<file path="config.mk">
export PLATFORM = sky130hd
export DESIGN_NAME = mul_ex_pipe
export DESIGN_NICKNAME = d
export VERILOG_FILES = /design/src/rtl/mul_ex_pipe.sv
export SDC_FILE = /design/constraint.sdc
export NUM_CORES = 2
export LEC_CHECK = 0
export ABC_AREA = 1
export CORE_MARGIN = 8
export CORE_UTILIZATION = 60
export DETAILED_ROUTE_END_ITERATION = 8
export MAX_ROUTING_LAYER = met4
export PLACE_DENSITY = 0.78
export SETUP_SLACK_MARGIN = 0.15
export SYNTH_ARGS = -nofsm -noshare
export SYNTH_HDL_FRONTEND = slang
export SYNTH_SLANG_ARGS = --single-unit
</file>
<file path="constraint.sdc">
create_clock -name clk -period 3 [get_ports clk]
set_clock_uncertainty 0.2 [all_clocks]
set_input_delay 0.6 -clock clk [delete_from_list [all_inputs] [get_ports clk]]
set_output_delay 0.6 -clock clk [all_outputs]
set_load 0.005 [all_outputs]
</file>
<file path="src/rtl/mul_ex_pipe.sv">
// mul_ex_pipe: two-stage pipelined RV32M multiply unit (MUL/MULH/MULHSU/MULHU) for the
// long-latency integer lanes. EX1 forms two partial products from the extended operands,
// EX2 sums them and selects the low or high result word. The result is presented to the
// commit/CDB stage with a valid/grant handshake; a full flush kills every in-flight op.
//
// Ports:
//   clk        clock, rising edge
//   rst_n      asynchronous active-low reset
//   in_v       issue valid from the forwarding stage
//   in_rdy     unit can accept an issue this cycle (combinational)
//   in_src1    rs1 operand
//   in_src2    rs2 operand
//   in_robid   destination robid
//   in_func3   000 MUL, 001 MULH, 010 MULHSU, 011 MULHU (bit 2 ignored)
//   flush      kill every in-flight op
//   out_v      result valid toward CDB/CMT
//   out_robid  robid of the presented result
//   out_data   presented result
//   cdb_gnt    CDB accepts out_* this cycle
module mul_ex_pipe #(
  parameter int unsigned DATA_LEN  = 32,
  parameter int unsigned ROBID_LEN = 6
) (
  input  logic                 clk,
  input  logic                 rst_n,
  input  logic                 in_v,
  output logic                 in_rdy,
  input  logic [DATA_LEN-1:0]  in_src1,
  input  logic [DATA_LEN-1:0]  in_src2,
  input  logic [ROBID_LEN-1:0] in_robid,
  input  logic [2:0]           in_func3,
  input  logic                 flush,
  output logic                 out_v,
  output logic [ROBID_LEN-1:0] out_robid,
  output logic [DATA_LEN-1:0]  out_data,
  input  logic                 cdb_gnt
);

  // Operands are extended by one bit so that signed and unsigned forms share one multiplier.
  localparam int unsigned ExtW  = DATA_LEN + 1;
  localparam int unsigned LoW   = DATA_LEN / 2;
  localparam int unsigned HiW   = ExtW - LoW;
  localparam int unsigned PpW   = ExtW + HiW;
  localparam int unsigned ProdW = 2 * DATA_LEN;

  // ---------------------------------------------------------------------------
  // Handshake
  // ---------------------------------------------------------------------------
  logic v1_q, v1_d;
  logic out_v_q, out_v_d;
  logic adv1, adv2;

  assign adv2   = ~out_v_q | cdb_gnt;
  assign adv1   = ~v1_q | adv2;
  assign in_rdy = adv1;

  // ---------------------------------------------------------------------------
  // EX1: operand extension and partial products
  // ---------------------------------------------------------------------------
  logic            a_msb, b_msb;
  logic [ExtW-1:0] a_ext, b_ext;
  logic [PpW-1:0]  a_wide, b_lo_wide, b_hi_wide;
  logic [PpW-1:0]  ppl_d, pph_d;

  always_comb begin
    // rs1 is unsigned only for MULHU; rs2 is unsigned for MULHSU and MULHU.
    a_msb     = (in_func3[1:0] != 2'b11) & in_src1[DATA_LEN-1];
    b_msb     = ~in_func3[1] & in_src2[DATA_LEN-1];
    a_ext     = {a_msb, in_src1};
    b_ext     = {b_msb, in_src2};
    // All factors are widened to the product width, so a plain modular multiply yields the
    // exact two's-complement product bits.
    a_wide    = {{(PpW - ExtW){a_ext[ExtW-1]}}, a_ext};
    b_lo_wide = {{(PpW - LoW){1'b0}}, b_ext[LoW-1:0]};
    b_hi_wide = {{(PpW - HiW){b_ext[ExtW-1]}}, b_ext[ExtW-1:LoW]};
    ppl_d     = a_wide * b_lo_wide;
    pph_d     = a_wide * b_hi_wide;
  end

  logic [ROBID_LEN-1:0] robid1_q, robid1_d;
  logic [1:0]           func1_q, func1_d;
  logic [PpW-1:0]       ppl_q, pph_q;
  logic [PpW-1:0]       ppl_n, pph_n;

  always_comb begin
    v1_d     = v1_q;
    robid1_d = robid1_q;
    func1_d  = func1_q;
    ppl_n    = ppl_q;
    pph_n    = pph_q;
    if (adv1) begin
      v1_d     = in_v;
      robid1_d = in_robid;
      func1_d  = in_func3[1:0];
      ppl_n    = ppl_d;
      pph_n    = pph_d;
    end
    // A flush discards the contents and any same-cycle issue.
    if (flush) begin
      v1_d = 1'b0;
    end
  end

  always_ff @(posedge clk or negedge rst_n) begin
    if (!rst_n) begin
      v1_q     <= 1'b0;
      robid1_q <= '0;
      func1_q  <= '0;
      ppl_q    <= '0;
      pph_q    <= '0;
    end else begin
      v1_q     <= v1_d;
      robid1_q <= robid1_d;
      func1_q  <= func1_d;
      ppl_q    <= ppl_n;
      pph_q    <= pph_n;
    end
  end

  // ---------------------------------------------------------------------------
  // EX2: partial-product sum and result selection
  // ---------------------------------------------------------------------------
  logic [ProdW-1:0]    prod;
  logic [DATA_LEN-1:0] res;

  always_comb begin
    // Only the low 64 bits of the sum matter, so the shifted high partial is truncated.
    prod = {{(ProdW - PpW){ppl_q[PpW-1]}}, ppl_q}
         + {pph_q[ProdW-LoW-1:0], {LoW{1'b0}}};
    res  = (func1_q == 2'b00) ? prod[DATA_LEN-1:0] : prod[ProdW-1:DATA_LEN];
  end

  logic [ROBID_LEN-1:0] out_robid_q, out_robid_d;
  logic [DATA_LEN-1:0]  out_data_q, out_data_d;

  always_comb begin
    out_v_d     = out_v_q;
    out_robid_d = out_robid_q;
    out_data_d  = out_data_q;
    if (adv2) begin
      out_v_d     = v1_q;
      out_robid_d = robid1_q;
      out_data_d  = res;
    end
    if (flush) begin
      out_v_d = 1'b0;
    end
  end

  always_ff @(posedge clk or negedge rst_n) begin
    if (!rst_n) begin
      out_v_q     <= 1'b0;
      out_robid_q <= '0;
      out_data_q  <= '0;
    end else begin
      out_v_q     <= out_v_d;
      out_robid_q <= out_robid_d;
      out_data_q  <= out_data_d;
    end
  end

  assign out_v     = out_v_q;
  assign out_robid = out_robid_q;
  assign out_data  = out_data_q;

  // func3 bit 2 and the partial-product bits shifted past the 64-bit product are don't-care.
  logic unused_bits;
  assign unused_bits = ^{in_func3[2], pph_q[PpW-1:ProdW-LoW]};

endmodule

</file>
==> results of run 1 <==
-- through the flow --
stage               setup TNS [ns]  hold WS (ns)  std cells  utilization  worst slack (ns)
floorplan                  -202.02        0.1044       7094            -            -2.803
CTS                        -214.13        0.2851       8883       0.7819            -2.669
global placement           -297.34        0.2506       8653       0.7198            -3.739
detailed placement         -304.60        0.2650       8653       0.7198            -3.819
-- logic make-up after synthesis --
family	synth area share
buffers and inverters	0.1772
xor gates and xnor gates	0.007120
DFF	0.07244
AOI/OAI and AO/OA	0.03667
and+or+nand+nor	0.2298
adders and majority gates	0.4767
-- metal layers --
layer	GRT usage	overflow
met5	-	-
met4	0.4792	34
met3	0.3743	2
met2	0.7679	39
met1	0.6020	2
-- repair_timing --
action	4_1_cts
hold buffers	1
gates cloned	47
endpoints found under the setup margin	92
pin swaps	354
buffers inserted	150
resized for setup	878
endpoints found under the hold margin	21
-- synth_stat cells, types with 6 or more instances --
library cell  instances  share of area
a21o_1                8         0.0012
a21oi_1             177          0.018
a31oi_1              24         0.0030
buf_2                16         0.0016
clkbuf_1            255          0.019
dfrtp_1             146          0.072
fa_1               1026           0.41
ha_1                280          0.069
inv_1              2081           0.15
inv_2                16         0.0012
nand2_1            2206           0.16
nand2_2              32         0.0040
nand3_1             204          0.020
nand3_2               6         0.0012
nand3b_1             11         0.0016
nand4_1              54         0.0067
nor2_1              287          0.021
nor2_2               28         0.0035
nor2_4                6         0.0013
nor3_1               14         0.0014
o21ai_0             105          0.010
o21ai_1              12         0.0012
o21bai_1              8         0.0012
or2_2                13         0.0016
xnor2_1              26         0.0045
xor2_1               15         0.0026
==> metrics.txt, run 1 <==
distinct cell type count after synthesis 41; CTS Sinks 146; IO Pins 118; Mapped Cells 7094; Synth warnings 0; global route overflow 77; CTS root buf clkbuf_16; Post-synth EDFFs 0; largest net degree at the start of global routing 109; die height 305.9 um; CTS Buf Count 17; routability cong. 1.023; Placed Area 0.06005 mm2; Async S/R FF share, synth 1.000; PortBufs 116; Starting Density 0.6046; Syn Nets 8478; Max clock buf depth 2; Run Error [ERROR GRT-0232] Routing congestion too high. Check the congestion heatmap in the GUI.; worst ep type register data pin; Yosys reg bits 146; dpl hpwl 137800 um; Post-Syn Area 0.05043 mm2; worst setup endpoint GRT pph_q[45]$_DFFE_PN0P_/D; CTS H-Tree Depth 4; Post-synth top flop dfrtp_1; all-layer global routing usage 0.5829; Seq/Total Area, Yosys 0.07244; status did not finish; syn avg cell area 7.109 um2; stopping stage global routing (5_1_grt); # rows 106; die span in x 305.9 um
==> run 2, diff against run 1 <==
--- a/config.mk
+++ b/config.mk
@@ -7,11 +7,9 @@
 export LEC_CHECK = 0
 export ABC_AREA = 1
 export CORE_MARGIN = 8
-export CORE_UTILIZATION = 60
+export CORE_UTILIZATION = 40
 export DETAILED_ROUTE_END_ITERATION = 8
-export MAX_ROUTING_LAYER = met4
-export PLACE_DENSITY = 0.78
-export SETUP_SLACK_MARGIN = 0.15
+export PLACE_DENSITY_LB_ADDON = 0.15
 export SYNTH_ARGS = -nofsm -noshare
 export SYNTH_HDL_FRONTEND = slang
 export SYNTH_SLANG_ARGS = --single-unit
==> metrics.txt, run 2 <==
status complete, but fails checks; failing checks setup timing; first-pass GRT wire length 300000 um; Final WS setup -2.727 ns; vias in the first global route 50360; top cell family by delay on the critical path adder cells; largest net degree at the start of global routing 106; Detailed Route Iter0 Violations 3503; most flop-heavy register ppl_q; slowest stage delay, CP 0.66 ns; Placed Cells 9239 (+6.8%); die span in x 371.1 um (+21%); Placed Area 0.06123 mm2 (+2.0%); IO Pins 118 (unchanged); WL/cell 20.44 um; # DRC 0; final setup fails 90; CTS Buf Count 17 (unchanged); global route overflow 0; Crit-path slowest cell fa_2; CTS tree yes; routability cong. 0.9626 (-5.9%); Tmin final 5.727 ns; Final Hold Fails 0; commonest non-fill, non-tap cell in the layout nand2_1; syn avg cell area 7.109 um2 (unchanged); Clk Latency, worst-skew pair 0.49 ns; most frequent CP cell fa_1; Crit Path Class in -> reg; initial antenna violation count 12; crit path max fanout 7; distinct cell type count after synthesis 41 (unchanged); die area 0.1377 mm2; Post-Syn Area 0.05043 mm2 (unchanged); Core ar. 0.1254 mm2; Max Slew Vio Count 0; Starting Density 0.4022 (-0.2024); most frequent cells in the layout nand2_1 (1878), inv_1 (1864), fa_1 (969), buf_4 (624), nand2_2 (231); Tightest Pin Transition 0.7898 ns; final instance area 0.06977 mm2; Mapped Cells 7094 (unchanged); CTS H-Tree Depth 4 (unchanged); nets@finish 9303; Syn Nets 8478 (unchanged); Seq/Total Area, Yosys 0.07244 (unchanged); Async S/R FF share, synth 1.000 (unchanged); Synth warnings 0 (unchanged); Worst setup SP type input port; clock slew at reported path FFs 0.07 ns; RSZ-0062 raised after global routing true; Max-Cap Viols 0; CTS Sinks 146 (unchanged); Post-Route WL 195900 um; period utilization 1.909; final cell count without fillers 9584; DR vias 47350; Largest register FFs 50; ANT nets after route 0; required time of the critical path 3.16 ns; largest cells by area after synthesis fa_1 (41%), nand2_1 (16%), inv_1 (15%); kind of end point of the critical path flop; Area Growth Syn to Fin 38.34%; die height 371.1 um (+21%); layout cells sized above 1 0.2789; top cells by count, synth nand2_1 (2206), inv_1 (2081), fa_1 (1026); Crit path buffers/inverters 8; Post-synth top flop dfrtp_1; Vias/cell 4.940; Yosys reg bits 146 (unchanged); # rows 130 (+23%); Max clock buf depth 2 (unchanged); DRT Pass-1 Iters 5; PortBufs 116 (unchanged); Fin Hold WS 0.2738 ns; all-layer global routing usage 0.2875; largest area contributor in the netlist fa_1; CTS root buf clkbuf_16; dpl hpwl 144500 um (+4.9%); critical path data arrival time 5.89 ns; top cell type's share of synthesized area 0.4073 (unchanged); Post-synth EDFFs 0 (unchanged); max_slew headroom 0.4735; count leader, synth nand2_1; Layout Utilization 0.5563; achievable frequency 0.1746 GHz; Hold/Removal Path Class reg -> reg
run 2: cell counts after synthesis:
Identical to the previous run, type by type.
run 2: cell type report:
class	count	area, um2
repair buffers	1082	12290
multi-input cells	4572	43210
clock buffers	17	425.4
diodes	2	5.005
clock inverters	15	178.9
well taps	1650	2064
fillers	11690	55640
flip-flops and latches	146	3654
inverters	2100	7939
run 2: stage by stage:
step                      setup slack (ns)  TNS, ns
final                               -2.727  -209.45
after global routing                -2.926  -223.80
after CTS                           -2.819  -209.83
after detailed placement            -3.812  -300.79
after global placement              -3.721  -296.91
after floorplan                     -2.803  -202.02
run 2: worst paths after layout:
| path | startpoint | to | slack [ns] | cells past startpoint |
|---|---|---|---|---|
| min | robid1_q[3] | out_robid[3] | 0.27 | 2 |
| min reg2reg | robid1_q[3] | out_robid[3] | 0.27 | 2 |
| max | in_src1[31] | ppl_q[48] | -2.73 | 27 |
| max in group asynchronous | rst_n | pph_q[26] | 1.42 | 3 |
| min in group asynchronous | rst_n | out_data[12] | 0.35 | 2 |
| max reg2reg | ppl_q[49] | out_data[19] | 0.14 | 9 |
run 2: cells by family (layout without fill, tap and decap cells):
family / after synthesis / in the layout / synth area share
buffers and inverters: 2376 / 3214 / 0.1772
AOI/OAI and AO/OA: 347 / 347 / 0.03667
xor gates and xnor gates: 41 / 41 / 0.007120
adders and majority gates: 1306 / 1306 / 0.4767
other: 0 / 2 / 0
DFF: 146 / 146 / 0.07244
and+or+nand+nor: 2878 / 2878 / 0.2298
run 2: what timing repair did:
| action | CTS | global route |
|---|---|---|
| setup endpoints to repair | 91 | 101 |
| gates resized for setup | 1037 | 470 |
| buffers inserted | 175 | 78 |
| pin swaps | 430 | 333 |
| endpoints found under the hold margin | 27 | 0 |
| cloned | 60 | 3 |
| hold buffers | 1 | 0 |
run 2: routing by layer:
layer / part of all wire / wire length [um] / global-route usage / vias up
li1: - / - / - / 21770
met1: 0.40 / 77700 / 0.3617 / 23430
met2: 0.47 / 92410 / 0.4845 / 1638
met3: 0.074 / 14530 / 0.04545 / 502
met4: 0.057 / 11190 / 0.1330 / 4
met5: 0.00013 / 25 / 0.001779 / -
run 2: worst reg2reg max path: cells and delay by family, from the launching register on:
kind / cells / cell delay, ns
flip-flops: 1 / 0.67
AND/OR/NAND/NOR: 7 / 1.13
AO/OA/AOI/OAI: 1 / 0.17
adder cells (fa/ha/maj): 1 / 0.63
Power of run 2 is not shown: default switching activity piles up to over one toggle a cycle in this logic, so the estimate is an artifact.
